### config.mk
export PLATFORM = sky130hd
export DESIGN_NAME = mem_port_arbiter
export DESIGN_NICKNAME = d
export VERILOG_FILES = /design/src/rtl/mem_port_arbiter.sv
export SDC_FILE = /design/constraint.sdc
export NUM_CORES = 1
export LEC_CHECK = 0
export ABC_AREA = 1
export BUFFER_PORTS_ARGS = -buffer_cell sky130_fd_sc_hd__buf_2
export CORE_ASPECT_RATIO = 2
export CORE_MARGIN = 2
export CORE_UTILIZATION = 40
export CTS_BUF_LIST = sky130_fd_sc_hd__clkbuf_8 sky130_fd_sc_hd__clkbuf_16
export DETAILED_ROUTE_END_ITERATION = 10
export PLACE_DENSITY_LB_ADDON = 0.05
export SLEW_MARGIN = 0
export SYNTH_ARGS = -nofsm -noshare
export SYNTH_HDL_FRONTEND = slang
export SYNTH_SLANG_ARGS = --single-unit
### constraint.sdc
create_clock -name clk -period 2.1 [get_ports clk]
set_clock_uncertainty 0.2 [all_clocks]
set_input_delay 0.63 -clock clk [delete_from_list [all_inputs] [get_ports clk]]
set_output_delay 0.63 -clock clk [all_outputs]
set_load 0.02 [all_outputs]
### src/rtl/mem_port_arbiter.sv
// rtl/mem_port_arbiter.sv - round-robin arbiter sharing one memory port between fetch and data channels
module mem_port_arbiter #(
  parameter int ADDR_W = 32,
  parameter int DATA_W = 32
) (
  input  logic                clk,
  input  logic                rst,
  // instruction-fetch channel (read-only)
  input  logic [ADDR_W-1:0]   i_addr,
  input  logic                i_req_valid,
  output logic                i_req_ready,
  output logic [DATA_W-1:0]   i_rdata,
  output logic                i_rvalid,
  input  logic                i_rready,
  // data channel (loads and stores)
  input  logic [ADDR_W-1:0]   d_addr,
  input  logic                d_read,
  input  logic                d_write,
  input  logic [DATA_W-1:0]   d_wdata,
  input  logic [DATA_W/8-1:0] d_wstrb,
  output logic                d_req_ready,
  output logic [DATA_W-1:0]   d_rdata,
  output logic                d_rvalid,
  input  logic                d_rready,
  // shared memory port
  output logic [ADDR_W-1:0]   m_addr,
  output logic                m_read,
  output logic                m_write,
  output logic [DATA_W-1:0]   m_wdata,
  output logic [DATA_W/8-1:0] m_wstrb,
  input  logic                m_req_ready,
  input  logic [DATA_W-1:0]   m_rdata,
  input  logic                m_rvalid,
  output logic                m_rready,
  // performance counters
  output logic [31:0]         cnt_i_grant,
  output logic [31:0]         cnt_d_grant,
  output logic [31:0]         cnt_conflict
);

  localparam int STRB_W = DATA_W / 8;

  typedef enum logic [1:0] {
    IDLE = 2'd0,
    REQ  = 2'd1,
    RESP = 2'd2
  } state_t;

  typedef enum logic {
    CH_INST = 1'b0,
    CH_DATA = 1'b1
  } chan_t;

  state_t state;
  state_t state_next;
  chan_t  owner;
  chan_t  last_grant;

  // Transaction captured at grant time; held stable for the whole REQ phase.
  logic [ADDR_W-1:0] lat_addr;
  logic [DATA_W-1:0] lat_wdata;
  logic [STRB_W-1:0] lat_wstrb;
  logic              lat_write;

  logic i_pend;
  logic d_pend;
  logic grant_inst;
  logic grant_data;

  assign i_pend = i_req_valid;
  assign d_pend = d_read | d_write;

  // Next-state, grant decision and all channel/memory outputs.
  always_comb begin
    state_next  = state;
    grant_inst  = 1'b0;
    grant_data  = 1'b0;
    i_req_ready = 1'b0;
    d_req_ready = 1'b0;
    i_rvalid    = 1'b0;
    i_rdata     = '0;
    d_rvalid    = 1'b0;
    d_rdata     = '0;
    m_addr      = '0;
    m_read      = 1'b0;
    m_write     = 1'b0;
    m_wdata     = '0;
    m_wstrb     = '0;
    m_rready    = 1'b0;

    case (state)
      IDLE: begin
        if (!rst) begin
          // On contention the channel that did not win last time gets the port.
          if (i_pend && (!d_pend || (last_grant == CH_DATA))) begin
            grant_inst = 1'b1;
          end else if (d_pend) begin
            grant_data = 1'b1;
          end
        end
        i_req_ready = grant_inst;
        d_req_ready = grant_data;
        if (grant_inst || grant_data) begin
          state_next = REQ;
        end
      end

      REQ: begin
        m_addr  = lat_addr;
        m_read  = ~lat_write;
        m_write = lat_write;
        m_wdata = lat_wdata;
        m_wstrb = lat_wstrb;
        if (m_req_ready) begin
          // Stores complete on acceptance; only reads wait for data.
          state_next = lat_write ? IDLE : RESP;
        end
      end

      RESP: begin
        if (owner == CH_INST) begin
          i_rvalid = m_rvalid;
          i_rdata  = m_rdata;
          m_rready = i_rready;
        end else begin
          d_rvalid = m_rvalid;
          d_rdata  = m_rdata;
          m_rready = d_rready;
        end
        if (m_rvalid && m_rready) begin
          state_next = IDLE;
        end
      end

      default: begin
        state_next = IDLE;
      end
    endcase
  end

  // State register plus owner/pointer and the latched transaction.
  always_ff @(posedge clk) begin
    if (rst) begin
      state      <= IDLE;
      owner      <= CH_INST;
      last_grant <= CH_DATA;
      lat_addr   <= '0;
      lat_wdata  <= '0;
      lat_wstrb  <= '0;
      lat_write  <= 1'b0;
    end else begin
      state <= state_next;
      if (grant_inst) begin
        owner      <= CH_INST;
        last_grant <= CH_INST;
        lat_addr   <= i_addr;
        lat_wdata  <= '0;
        lat_wstrb  <= '0;
        lat_write  <= 1'b0;
      end else if (grant_data) begin
        owner      <= CH_DATA;
        last_grant <= CH_DATA;
        lat_addr   <= d_addr;
        lat_wdata  <= d_wdata;
        // A simultaneous read+write is treated as a write; pure reads carry no strobes.
        lat_wstrb  <= d_write ? d_wstrb : '0;
        lat_write  <= d_write;
      end
    end
  end

  // Performance counters; they wrap naturally at 2^32.
  always_ff @(posedge clk) begin
    if (rst) begin
      cnt_i_grant  <= '0;
      cnt_d_grant  <= '0;
      cnt_conflict <= '0;
    end else begin
      if (grant_inst) begin
        cnt_i_grant <= cnt_i_grant + 32'd1;
      end
      if (grant_data) begin
        cnt_d_grant <= cnt_d_grant + 32'd1;
      end
      if ((state == IDLE) && i_pend && d_pend) begin
        cnt_conflict <= cnt_conflict + 32'd1;
      end
    end
  end

endmodule

# --- Word level (Yosys, flattened, before mapping) ---
# Cells that the tools add are included.
totals:
  regBits: 169
  inputBits: 141
  output_inout_bits: 235
  word_cells: 66
op_classes:
  bitwise: 2
  addsub: 3
  n_eq_ne: 5
  muxes: 35
  reduce_logical: 11
op_table:
  columns: ["cell", "n"]
  rows:
  - ["two-way mux 32 bit", 8]
  - ["adder 32 x 1 -> 32 bit, second input constant", 3]
  - ["two-way mux 1 bit", 20]
  - ["two-way mux 2 bit", 4]
  - ["two-way mux 4 bit", 2]
  - ["inequality test 2 bit, second input constant", 3]
  - ["one-hot mux 2 bit (3 select lines)", 1]
  - ["logical AND 1 bit", 4]
  - ["AND reduction 3 bit", 1]
  - ["== test 2 x 1 -> 1 bit, second input constant", 1]
  - ["== test 2 bit, second input constant", 1]
  - ["zero test 2 bit", 1]
  - ["logical OR 1 bit", 2]
  - ["nonzero test 2 bit", 1]
  - ["OR reduction 2 bit", 1]
  - ["zero test 1 bit", 1]
  - ["NOT 1 bit", 1]
  - ["bitwise OR 1 bit", 1]

# --- Logic depth before layout (Yosys ltp) ---
depth:
  depth_word: 10
  ltp_mapped: 11
  mapped_depth_nobuf: 11

# --- Worst setup path before layout ---
# No wires, ideal clock.
synth_path:
  path_type: "in2out"
  start: "input port rst"
  end: "output port i_req_ready"
  path_slack_ns: -0.118
  stages: 5
  arrival_time_ns: 1.388
  t_required_ns: 1.270
  n_path_buf: 2
  path_cell_list: "buf_2 > inv_2 > nand4_4 > inv_2 > buf_2"
synth_between:
  elab_chain_cells: 3
synth_lines:
  columns: ["item", "line", "text"]
  rows:
  - ["start, declared", "7", "input logic rst,"]
  - ["two-way mux 1 bit", "93", "if (!rst) begin"]
  - ["two-way mux 1 bit (2 in series)", "91", "case (state)"]
  - ["end, declared", "11", "output logic i_req_ready,"]
# Every way passes these cells. The select of a mux whose other input is x is not followed.

# --- Worst setup path after layout ---
layout_path:
  start: "register state[0]"
  end: "output port m_addr[11]"
layout_between:
  elab_chain_cells: 2
layout_lines:
  columns: ["item", "line", "text"]
  rows:
  - ["start, declared", "54", "state_t state;"]
  - ["start signal, assigned", "152", "state <= state_next;"]
  - ["== test 2 x 1 -> 1 bit", "91", null]
  - ["two-way mux 32 bit", "91", null]
  - ["end, declared", "26", "output logic [ADDR_W-1:0] m_addr,"]
# Every way passes these cells.

==> run_results.csv <==
group,metric,value,unit
logic_synthesis,yosys.area_share.simple,0.411,
logic_synthesis,synth_top_flop_cell,"dfxtp_1",
power,ir_worst_vdd,0.565,mV
critical_path,rr_worst_depth,11,
route,drt_iter0_drc,543,
critical_path,ff2ff_setup_slack,0.07,ns
route,wirelength,36500,µm
logic_synthesis,ys_seq_area_frac,0.361,
logic_synthesis,avgSynthCellArea,5.99,µm²
critical_path,crit_chain,"inv_2 > nor2_2 > inv_4 > buf_12 > nor2_2 > buf_4",
route,num_vias,11200,
floorplan,die_w,112,µm
critical_path,required,1.27,ns
worst_hold_path,worstHoldPathType,"input pin to flip-flop",
worst_hold_path,min_to,"lat_addr[29]",
cts,clk_pin_slew,0.07,ns
cells_and_area,final_nets,2130,
logic_synthesis,synth_top_area_cell,"dfxtp_1",
route,drt_pass1_iterations,5,
logic_synthesis,yosys_warnings,0,
critical_path,arrival,1.59,ns
logic_synthesis,synth_compound_area_frac,0.0989,
global_routing,grt-ovfl-total,0,
logic_synthesis,synth_cell_types,31,
global_routing,grt_use_total,0.282,
global_routing,grt_start_max_net_pins,44,
timing,report.final.slew_viol_count,0,
logic_synthesis,post-synth-top-area-fraction,0.361,
global_routing,grt_pass1_vias,10500,
logic_synthesis,netlist_area,9370,µm²
run_status,status,"complete, but fails checks",
cells_and_area,n_fill_cell,2354,
placed_design,io_buffers,375,
cts,cts_root_buffer,"clkbuf_16",
power,power_density,657,nW/µm²
timing,finalCritPeriodShare,1.15,
floorplan,die_y,220,µm
floorplan,dieArea,24700,µm²
timing,setup_violations,139,
timing,finalHoldViolCount,0,
global_routing,busiest_layer,"met2",
route,wl_per_cell,16.0,µm
placed_design,place_worst_setup_slack,-0.142,ns
cts,clock_path_buffers,2,
global_routing,grt.met3_usage,0.0808,
route,ant_nets,0,
critical_path,critPathMostFrequentCell,"nor2_2",
cts,cts_tree,"done",
logic_synthesis,synth_top_family_by_area,"simple AND/OR/NAND/NOR gates",
floorplan,fp.coreArea,23100,µm²
critical_path,cp_slowest_cell,"dfxtp_2",
logic_synthesis,synthCells,1564,
critical_path,regToRegStartpoint,"state[0]",
cells_and_area,syn_to_final_growth,42.1,%
logic_synthesis,netlist_top_cells_area,"dfxtp_1 (36%), nand2_1 (18%), nor2_1 (15%)",
flow_run,maxCapViolCount,0,
timing,setup_ws,-0.318,ns
run_status,violations,"negative setup slack",
timing,max_slew.worst_pin.slew,0.568,ns
cells_and_area,final_layout_size_suffix_gt1_frac,0.275,
timing,rsz0062_at_grt,"true",
worst_hold_path,holdPathStages,3,
timing,fmax,0.414,GHz
worst_hold_path,min_from,"d_addr[29]",
cells_and_area,ff_latch_area,3390,µm²
cells_and_area,final_cell_mix,"nand2_1 (445), nor2_1 (355), buf_2 (236), inv_1 (210), buf_4 (193)",
logic_synthesis,synth_edf_count,0,
floorplan,initial_core_util,0.405,
timing,relSlewSlack,0.621,
logic_synthesis,synthMuxAreaShare,0,
cts,htree_levels,4,
logic_synthesis,synth-seq-cells,169,
logic_synthesis,syn-num-nets,1708,
logic_synthesis,synthAdderAreaFrac,0.00401,
floorplan,ios,376,
critical_path,worstReg2RegEnd,"cnt_conflict[19]",
global_routing,grt.met2_usage,0.535,
critical_path,cp-end-kind,"primary output",
cts,insertion_delay,0.44,ns
timing,fin_setup_tns,-32.49,ns
placed_design,hpwl,28500,µm
cells_and_area,multi_input_comb_area,5020,µm²
critical_path,crit_fanout,21,
cts,clock_sinks,169,
global_routing,grtUsageMet1,0.267,
global_routing,grt_antenna_before_repair,4,
timing,fin_crit,2.42,ns
global_routing,grt_pass1_wl,54300,µm
route,drcViolationCount,0,
critical_path,start_kind,"flip-flop",
logic_synthesis,async_reset_ff_frac,0,
cells_and_area,final_common_cell,"nand2_1",
power,p_leak,6.01,nW
critical_path,criticalPathCategory,"flip-flop to primary output",
cts,cts_made_buffers,17,
route,via_per_inst,4.89,
floorplan,rows,79,
logic_synthesis,synthXorXnorAreaFrac,0.00655,
placed_design,gp_congestion,0.942,
critical_path,max_stage_delay,0.34,ns
[cells by family (layout without fill, tap and decap cells)]
group | after synthesis | after routing
and+or+nand+nor | 955 | 955
buffers and inverters | 273 | 708
DFF | 169 | 169
AOI/OAI and AO/OA | 157 | 157
xor gates and xnor gates | 7 | 7
adders and majority gates | 3 | 3
other | 0 | 3
[flip-flops by register name, summed over array words and instances (netlist names)]
signal	cells
lat_wstrb	4
state	2
lat_write	1
cnt_i_grant	32
lat_addr	32
owner	1
last_grant	1
cnt_conflict	32
cnt_d_grant	32
lat_wdata	32
[through the flow]
step	power, W	util	hold WS (ns)	instance area (µm²)	instances
2_1_floorplan	0.00448	-	0.236	9380	1564
3_3_place_gp	0.00511	0.516	0.247	11900	2237
3_5_place_dp	0.00513	0.516	0.252	11900	2237
4_1_cts	0.00881	0.573	0.185	13300	2282
5_1_grt	0.00910	0.575	0.205	13300	2282
6_report	0.00875	0.576	0.210	13300	2285
[cell usage after synthesis (all sizes together), types with 3 or more instances]
master	n
nand2	452
nor2	389
inv	215
dfxtp	169
nand3	71
a21oi	64
buf	34
a211oi	32
a31oi	32
clkbuf	24
o21ai	21
nand4	17
nor3	17
xor2	7
o21a	6
nor3b	4
and2	3
ha	3
[worst max-delay path, delay by kind of cell (launching register included)]
kind | cells | cell delay (ns)
buffers and inverters | 4 | 0.51
flip-flops | 1 | 0.34
AND/OR/NAND/NOR | 2 | 0.29
[routing by layer]
layer | wire length [µm] | share of wire | vias to the layer above
met5 | 30 | 0.00082 | -
met4 | 2000 | 0.055 | 4
met3 | 2620 | 0.072 | 103
met2 | 19200 | 0.52 | 379
met1 | 12700 | 0.35 | 5031
li1 | - | - | 5668
[cell type report]
cell class	instances	area share
diodes	3	0.000564
clock buffers	18	0.0330
clock inverters	14	0.0135
inverters	215	0.0616
multi-input cells	1122	0.377
flip-flops and latches	169	0.255
well taps	283	0.0266
repair buffers	461	0.233
[worst max-delay path by stage]
| stage | startpoint | to | slack, ns | cells after the start |
|---|---|---|---|---|
| 3_5_place_dp | d_read | d_req_ready | -0.14 | 7 |
| 4_1_cts | state[0] | m_addr[11] | -0.32 | 6 |
| 2_1_floorplan | state[0] | m_addr[21] | -0.01 | 6 |
| 6_report | state[0] | m_addr[11] | -0.32 | 6 |
| 5_1_grt | state[0] | m_addr[29] | -0.36 | 6 |
| 3_3_place_gp | d_read | d_req_ready | -0.14 | 6 |
[power by group]
| group | total (W) | internal [W] | switching (W) |
|---|---|---|---|
| sequential | 0.00345 | 0.00337 | 0.0000799 |
| clock | 0.00338 | 0.00201 | 0.00137 |
| combinational | 0.00192 | 0.000770 | 0.00115 |
| total | 0.00875 | 0.00615 | 0.00259 |
[what timing repair did]
item                       CTS  global route
setup buffers               10             0
setup endpoints to repair  139           233
cloned                       3             0
hold buffers                 0             0
pin swaps                    6             4
gates resized for setup    212            12
Power figures use the tool's default switching activity.
